<file path="config.mk">
export PLATFORM = sky130hd
export DESIGN_NAME = sisc_fetch
export DESIGN_NICKNAME = d
export VERILOG_FILES = /design/src/rtl/sisc_pkg.sv /design/src/rtl/sisc_br_cond.sv /design/src/rtl/sisc_fetch.sv
export SDC_FILE = /design/constraint.sdc
export NUM_CORES = 1
export LEC_CHECK = 0
export BUFFER_PORTS_ARGS = -buffer_cell sky130_fd_sc_hd__buf_2
export CAP_MARGIN = 20
export CORE_ASPECT_RATIO = 0.75
export CORE_MARGIN = 2
export CORE_UTILIZATION = 47
export CTS_CLUSTER_DIAMETER = 150
export DETAILED_ROUTE_END_ITERATION = 16
export GPL_TIMING_DRIVEN = 1
export PLACE_DENSITY = 0.82
export SLEW_MARGIN = 10
export SYNTH_ARGS = -nofsm -noshare
export SYNTH_HDL_FRONTEND = slang
export SYNTH_HIERARCHICAL = 1
export SYNTH_SLANG_ARGS = --single-unit
</file>
<file path="constraint.sdc">
create_clock -name clk -period 2.2 [get_ports clk]
set_input_delay 0.55 -clock clk [delete_from_list [all_inputs] [get_ports clk]]
set_output_delay 0.55 -clock clk [all_outputs]
set_load 0.02 [all_outputs]
</file>
<file path="src/rtl/sisc_pkg.sv">
// Shared SISC definitions: opcode map, instruction field positions, fetch
// state encoding and status flag bit order.
package sisc_pkg;

    localparam logic [3:0] OP_NOOP = 4'd0;
    localparam logic [3:0] OP_LOD  = 4'd1;
    localparam logic [3:0] OP_STR  = 4'd2;
    localparam logic [3:0] OP_SWP  = 4'd3;
    localparam logic [3:0] OP_BRA  = 4'd4;
    localparam logic [3:0] OP_BRR  = 4'd5;
    localparam logic [3:0] OP_BNE  = 4'd6;
    localparam logic [3:0] OP_BNR  = 4'd7;
    localparam logic [3:0] OP_ALU  = 4'd8;
    localparam logic [3:0] OP_HLT  = 4'd15;

    localparam int OPC_HI = 31;
    localparam int OPC_LO = 28;
    localparam int MM_HI  = 27;
    localparam int MM_LO  = 24;
    localparam int IMM_HI = 15;
    localparam int IMM_LO = 0;

    // Status register bit order {C,N,V,Z}
    localparam int FLAG_C = 3;
    localparam int FLAG_N = 2;
    localparam int FLAG_V = 1;
    localparam int FLAG_Z = 0;

    typedef enum logic [0:0] {
        ST_IDLE = 1'b0,
        ST_WAIT = 1'b1
    } fetch_state_t;

endpackage

</file>
<file path="src/rtl/sisc_br_cond.sv">
// Branch condition decode: whether the branch in IR is taken and whether its
// target is PC-relative.
module sisc_br_cond
    import sisc_pkg::*;
(
    input  logic [3:0] opcode,
    input  logic [3:0] mm,
    input  logic [3:0] stat,
    output logic       taken,
    output logic       is_rel
);

    logic match_s;

    assign match_s = |(mm & stat);

    // Decode the four conditional branch forms; everything else is not taken
    always_comb begin
        taken  = 1'b0;
        is_rel = 1'b0;
        case (opcode)
            OP_BRA: begin taken = match_s;  is_rel = 1'b0; end
            OP_BRR: begin taken = match_s;  is_rel = 1'b1; end
            OP_BNE: begin taken = ~match_s; is_rel = 1'b0; end
            OP_BNR: begin taken = ~match_s; is_rel = 1'b1; end
            default: begin taken = 1'b0; is_rel = 1'b0; end
        endcase
    end

endmodule

</file>
<file path="src/rtl/sisc_fetch.sv">
// SISC instruction fetch and branch unit: PC, IR and status register with a
// request/acknowledge fetch against variable-latency instruction memory.
module sisc_fetch
    import sisc_pkg::*;
#(
    parameter int AW = 16,
    parameter int IW = 32
) (
    input  logic          clk,
    input  logic          rst_f,
    input  logic          fetch_go,
    input  logic          br_go,
    input  logic          stat_we,
    input  logic [3:0]    stat_in,
    output logic          im_req,
    output logic [AW-1:0] im_addr,
    input  logic [IW-1:0] im_rdata,
    input  logic          im_ack,
    output logic [AW-1:0] pc,
    output logic [IW-1:0] ir,
    output logic [3:0]    opcode,
    output logic [3:0]    mm,
    output logic [3:0]    stat,
    output logic          fetch_done,
    output logic          busy
);

    fetch_state_t  state_r;
    logic [AW-1:0] pc_r;
    logic [AW-1:0] im_addr_r;
    logic [IW-1:0] ir_r;
    logic [3:0]    stat_r;
    logic          im_req_r;
    logic          fetch_done_r;
    logic          taken_s;
    logic          is_rel_s;
    logic [AW-1:0] imm_s;
    logic [AW-1:0] target_s;

    sisc_br_cond u_br_cond (
        .opcode (ir_r[OPC_HI:OPC_LO]),
        .mm     (ir_r[MM_HI:MM_LO]),
        .stat   (stat_r),
        .taken  (taken_s),
        .is_rel (is_rel_s)
    );

    assign imm_s = AW'(ir_r[IMM_HI:IMM_LO]);

    // Branch target: absolute immediate or PC plus immediate, carry dropped
    always_comb begin
        if (is_rel_s) begin
            target_s = pc_r + imm_s;
        end else begin
            target_s = imm_s;
        end
    end

    // Fetch FSM with PC, IR, status register and all registered outputs
    always_ff @(posedge clk or negedge rst_f) begin
        if (!rst_f) begin
            state_r      <= ST_IDLE;
            pc_r         <= '0;
            im_addr_r    <= '0;
            ir_r         <= '0;
            stat_r       <= 4'd0;
            im_req_r     <= 1'b0;
            fetch_done_r <= 1'b0;
        end else begin
            fetch_done_r <= 1'b0;
            if (stat_we) begin
                stat_r <= stat_in;
            end
            case (state_r)
                ST_IDLE: begin
                    // A branch strobe takes priority and drops any fetch request
                    if (br_go) begin
                        if (taken_s) begin
                            pc_r <= target_s;
                        end
                    end else if (fetch_go) begin
                        state_r   <= ST_WAIT;
                        im_req_r  <= 1'b1;
                        im_addr_r <= pc_r;
                    end
                end
                ST_WAIT: begin
                    if (im_ack) begin
                        ir_r         <= im_rdata;
                        pc_r         <= pc_r + AW'(1);
                        fetch_done_r <= 1'b1;
                        im_req_r     <= 1'b0;
                        state_r      <= ST_IDLE;
                    end
                end
                default: begin
                    state_r  <= ST_IDLE;
                    im_req_r <= 1'b0;
                end
            endcase
        end
    end

    assign pc         = pc_r;
    assign ir         = ir_r;
    assign opcode     = ir_r[OPC_HI:OPC_LO];
    assign mm         = ir_r[MM_HI:MM_LO];
    assign stat       = stat_r;
    assign im_req     = im_req_r;
    assign im_addr    = im_addr_r;
    assign fetch_done = fetch_done_r;
    assign busy       = (state_r == ST_WAIT);

endmodule

</file>
==> results of run 1 <==
[Yosys cell counts, drive strengths merged (2+ instances only)]
cell type  count
o21ai         30
a22oi          2
a21o           5
a221oi         2
clkbuf        10
nand3         16
xnor2          9
xor2           4
mux2          23
o21a           4
o211ai         4
nand2b         4
nand4          5
and2           3
a211o          2
nand3b         3
nor3b          3
nor2          17
inv            6
dfrtp         71
a221o          2
nand2        123
a211oi         5
ha            16
buf           18
a31oi          3
a22o           2
a21oi         15
and3           6
o22ai          2
o21bai         4
mux2i          7
nor3          10
[worst reg2reg max path, stage by stage, from the launching register on]
cell	delay [ps]
dfrtp_2	440
ha_1	320
a211oi_1	90
o211a_1	250
or3b_4	420
o211ai_1	250
nor3b_1	100
nand3b_1	160
[layer usage]
layer	wire length [um]	global-route usage	share of wire
met2	5150	0.387	0.44
met5	0	0	0
met3	1160	0.0751	0.098
met4	147	0.0752	0.012
met1	5380	0.374	0.45
[power by group]
part	leakage, nW	total, W	internal [W]	switching, W
registers	0.859	0.00214	0.00175	0.000389
logic	1.71	0.00412	0.00175	0.00238
clock network	0.163	0.00162	0.00106	0.000560
total	2.73	0.00789	0.00456	0.00333
[registers in the layout, summed over array words and instances (netlist names)]
signal and cells:
busy 1, fetch_done 1, im_addr 16, im_req 1, ir 32, pc 16, stat 4
[layout make-up]
type                    instances  area, um2  area share
multi-input cells             345       2170       0.403
clock buffers                  12        256      0.0476
inverters                       6       22.5     0.00418
clock inverters                 4       77.6      0.0144
well taps                     108        135      0.0251
repair buffers                162        947       0.176
flip-flops and latches         71       1780       0.330
[through the flow]
step / hold slack [ps] / setup slack, ps / cells
2_1_floorplan: 254 / 31.0 / 450
6_report: 173 / 65.2 / 708
3_5_place_dp: 464 / -41.9 / 689
3_3_place_gp: 456 / 3.18 / 689
4_1_cts: 182 / 40.2 / 705
5_1_grt: 199 / -60.1 / 708
[placed cells by master (no fill, tap or decap), types with 4 or more instances in the layout]
cell type	Yosys	routed
mux2i_1	7	7
and3_1	6	6
buf_2	5	119
inv_1	6	6
clkbuf_16	0	9
nand2b_1	4	4
a21o_1	5	5
o21bai_1	4	4
nand4_1	5	5
mux2_2	23	23
ha_1	16	13
a21oi_1	15	14
a211oi_1	5	4
nand2_1	123	122
o21a_1	4	4
o211ai_1	4	4
nor3_1	9	8
xnor2_1	9	9
nor2_1	17	15
o21ai_0	28	26
nand3_1	16	16
buf_4	8	40
xor2_1	4	4
dfrtp_1	71	69
[kinds of logic (layout without fill, tap and decap cells)]
family | after synthesis | after routing
adders and majority gates | 17 | 17
buffers and inverters | 34 | 184
DFF | 71 | 71
AOI/OAI and AO/OA | 88 | 88
and+or+nand+nor | 197 | 197
muxes | 30 | 30
xor gates and xnor gates | 13 | 13
[worst min path at each step]
stage | startpoint | end | slack, ps
2_1_floorplan | rst_f | busy | 250
3_3_place_gp | ir[22] | ir[22] | 460
3_5_place_dp | ir[21] | ir[21] | 460
4_1_cts | rst_f | ir[1] | 180
5_1_grt | rst_f | pc[14] | 200
6_report | rst_f | im_addr[2] | 170
[timing repair]
item | in CTS | in global routing
resized for setup | 1 | 14
endpoints found under the setup margin | 1 | 5
setup buffers | 0 | 3
pin swaps | 0 | 5
==> run summary, run 1 <==
Run status = finished, final reports clean
Crit Path Category = register to register
Io pins = 121
Critical Path Fanout Max = 5
Antenna Nets Post-Route = 0
RSZ-0062 raised after global routing = yes
Slew Limit Fails = 0
Largest family of logic cells by synthesized area = simple AND/OR/NAND/NOR gates
Vias/cell = 5.56
Largest net degree at the start of global routing = 39
Hold WC Path Type = input port to asynchronous set/reset pin
Critical Path End = pc[15]
Least-Margin Pin Slew = 522 ps
XOR/XNOR Fraction of Synth Area = 0.0282
Clk_skew = 5.96 ps
DR pass1 iterations = 7
Synth warn = 6
Total chip power = 0.00789 W
Initial antenna violation count = 0
Worst path depth = 7
Worst Path Buf+Inv = 0
Clk Latency, worst-skew pair = 340 ps
Req. time, crit path = 2420 ps
Mean Syn Cell Area = 8.98 um2
Fin. Hold Viols = 0
Flop2flop setup slack = 70 ps
EDFF count, synth = 0
Clk Tree Root Cell = clkbuf_16
Share of the synthesized area in the top cell type = 0.440
Clock transition at path regs = 60 ps
Max_slew headroom = 0.649
H-tree Lvls = 3
Grt ovf = 0
Total CTS buffers = 9
Synth Flop Type = dfrtp_1
Mapped cell area = 4040 um2
Count of different cell masters after synthesis = 52
Final setup viols = 0
# diodes = 0
Seq cells post-synth = 71
Final WL = 11.8 mm
Largest stage delay, worst path = 440 ps
Synth area leaders = dfrtp_1 44%, nand2_1 11%, mux2_2 6.4%
Core Box Area = 8420 um2
Number of global-route vias before repair = 3,717
Fill cell count = 729
Setup tns final = 0 ps
Seq/Total Area, Yosys = 0.440
DRC = 0
Critical-path cell list = ha_1 > a211oi_1 > o211a_1 > or3b_4 > o211ai_1 > nor3b_1 > nand3b_1
GR Util All Layers = 0.260
Crit. End Element = register
Final Util = 0.640
Share of cell area taken by muxes after synthesis = 0.0814
DIE WIDTH = 111 um
Die footprint = 9360 um2
Die Ht = 84.3 um
Synthesis-to-finish area growth = 33.4%
Routed wire per std cell = 16.7 um
Placer Congestion = 0.951
Hold-fix buffer count after cts = 0
Starting density of the core = 0.480
Max_cap viols = 0
Minimum clock period = 2130 ps
Clk sinks = 71
R2r worst-path depth = 7
Max Fclk = 0.468 GHz
Part of the cycle the worst path needs = 0.970
CTS tree = built
Drt initial violations = 234
Critical Path Source = ir[1]
Syn nets = 509
Post-DP HPWL = 8.73 mm
CP max-delay cell = dfrtp_2
Largest area contributor in the netlist = dfrtp_1
Async set-or-reset flop fraction in the synthesized netlist = 1.00
Post-synthesis compound-gate area fraction = 0.140
Layout cells sized above 1 = 0.367
CP delay by family, top = simple AND/OR/NAND/NOR gates
Placed cell area = 4960 um2
Reg2reg start = ir[1]
Startpoint types = register
Critical Path AT = 2350 ps
Site Rows = 29
Leakage Power = 2.73 nW
Reg2Reg Capture Point = pc[15]
First-pass GRT wire length = 19.2 mm
PD cells = 1460 nW/um2
Vias = 3,937
CTS Buffer Depth = 2
Maximum vdd drop = 0.984 mV
Synth Area in Simple Gates = 0.216
Mapped Cells = 450
Adder-cell share of the synthesized area = 0.0545
Final Instance Area = 5390 um2
Port bufs = 120
Number of nets in the layout = 654
(Power assumes the default switching activity.)
==> run 2: changes to the inputs <==
Clock period 2.2 ns to 1.8 ns, I/O delays scaled along.
==> run summary, run 2 (synthesized netlist as in run 1, its figures left out) <==
Layout cells sized above 1 = 0.480
# diodes = 0
Synthesis-to-finish area growth = 48.9%
Setup WS post-layout = -241 ps
Non-Filler Instances = 764
Number of global-route vias before repair = 4,256
Failing checks = negative setup slack
Startpoint types = register
Clk_skew = 12.0 ps
Req. time, crit path = 2040 ps
Metal-1 WL = 5.65 mm
Leakage Power = 3.01 nW
Initial antenna violation count = 0
CP delay by family, top = compound AO/OA/AOI/OAI gates
Fill cell count = 642
Slew Limit Fails = 0
DR pass1 iterations = 5
Final Util = 0.715
CTS tree = built
Critical Path Fanout Max = 3
Core Box Area = 8420 um2
Vias = 4,181
H-tree Lvls = 3
Least-Margin Pin Slew = 374 ps
Total CTS buffers = 9
DRC = 0
Max reg flops = 32
DIE WIDTH = 111 um
PD cells = 1800 nW/um2
Max layer used = met4
Total chip power = 0.0108 W
Critical-path cell list = ha_4 > fa_2 > a21oi_4 > o21ai_2 > a211oi_2 > nor2_2 > xor2_1 > o21a_1
Crit Path Category = register to register
Largest stage delay, worst path = 420 ps
Fin. Hold Viols = 0
Max Fclk = 0.490 GHz
Final setup viols = 13
Hold WC Path Type = input port to register
Io pins = 121
Crit. End Element = register
RSZ-0062 raised after global routing = yes
Port bufs = 120
Site Rows = 29
Minimum clock period = 2040 ps
Max_cap viols = 0
Final WL = 13.2 mm
Worst Path Buf+Inv = 0
Routed wire per std cell = 17.3 um
Grt ovf = 0
WL met3 = 1.29 mm
Starting density of the core = 0.480
Number of nets in the layout = 710
Die footprint = 9360 um2
Clk Tree Root Cell = clkbuf_16
Clock transition at path regs = 70 ps
WL met2 = 6.05 mm
Largest net degree at the start of global routing = 44
Maximum vdd drop = 1.13 mV
CP max-delay cell = dfrtp_2
Die Ht = 84.3 um
Antenna Nets Post-Route = 0
Run status = finished with violations
Vias/cell = 5.47
Drt initial violations = 324
Most frequent cells in the layout = 119 x nand2_1, 119 x buf_2, 91 x buf_4
First-pass GRT wire length = 20.9 mm
Critical Path AT = 2280 ps
Dpl cells = 737
Max_slew headroom = 0.748
CTS Buffer Depth = 2
GR Util All Layers = 0.284
Clk Latency, worst-skew pair = 350 ps
Placer Congestion = 0.895
Part of the cycle the worst path needs = 1.13
Post-DP HPWL = 9.35 mm
Clk sinks = 71
-- run 2: cell types whose count changed in the layout (fill, tap and decap cells not counted), sizes merged --
cell         previous run  this run
buf                   162       217
clkbuf                 12         9
inv                     6         9
clkinv                  2         0
clkinvlp                0         2
dlygate4sd3             0         1
-- run 2: cell type report --
class	instances	area, um2	area share
sequential	71	1800	0.299
tap	108	135	0.0225
clock buffer	9	225	0.0374
multi-input combinational	345	2360	0.392
inverter	6	22.5	0.00374
clock inverter	7	101	0.0168
timing repair buffer	218	1380	0.229
-- run 2: final timing paths --
kind	endpoint	from	slack (ps)	depth (start not counted)
worst max-delay path	pc[10]	ir[0]	-240	8
worst max register to register	pc[10]	ir[0]	-240	8
max in group asynchronous	pc[5]	rst_f	790	3
min in group asynchronous	pc[4]	rst_f	500	2
worst min-delay path	ir[10]	im_rdata[10]	290	3
worst min register to register	ir[18]	ir[18]	480	2
-- run 2: worst min-delay path, stage by stage --
cell and delay (ps):
buf_2 70, nand2_1 40, nand2_1 50
-- run 2: per-stage QoR --
step,worst slack [ps],hold WS (ps),area (um2),setup TNS [ps]
floorplan,-217,154,4160,-1100
global placement,-225,303,5420,-1540
detailed placement,-304,309,5420,-2460
CTS,-275,283,5890,-2480
global route,-325,294,6020,-3190
finish,-241,291,6020,-2040
-- run 2: what timing repair did --
| item | 4_1_cts | 5_1_grt |
|---|---|---|
| hold buffers | 1 | 0 |
| setup buffers | 8 | 5 |
| gates resized for setup | 21 | 26 |
| pin swaps | 18 | 17 |
| setup endpoints to repair | 15 | 16 |
| hold endpoints to repair | 11 | 0 |
-- run 2: per-layer routing --
layer / vias up / global-route usage
met4: 0 / 0.0976
met1: 1957 / 0.368
li1: 1965 / -
met5: - / 0
met2: 230 / 0.466
met3: 29 / 0.0765
-- run 2: report_power, final --
group / switching (W) / internal (W)
Sequential: 0.000392 / 0.00216
Combinational: 0.00348 / 0.00278
Clock: 0.000766 / 0.00123
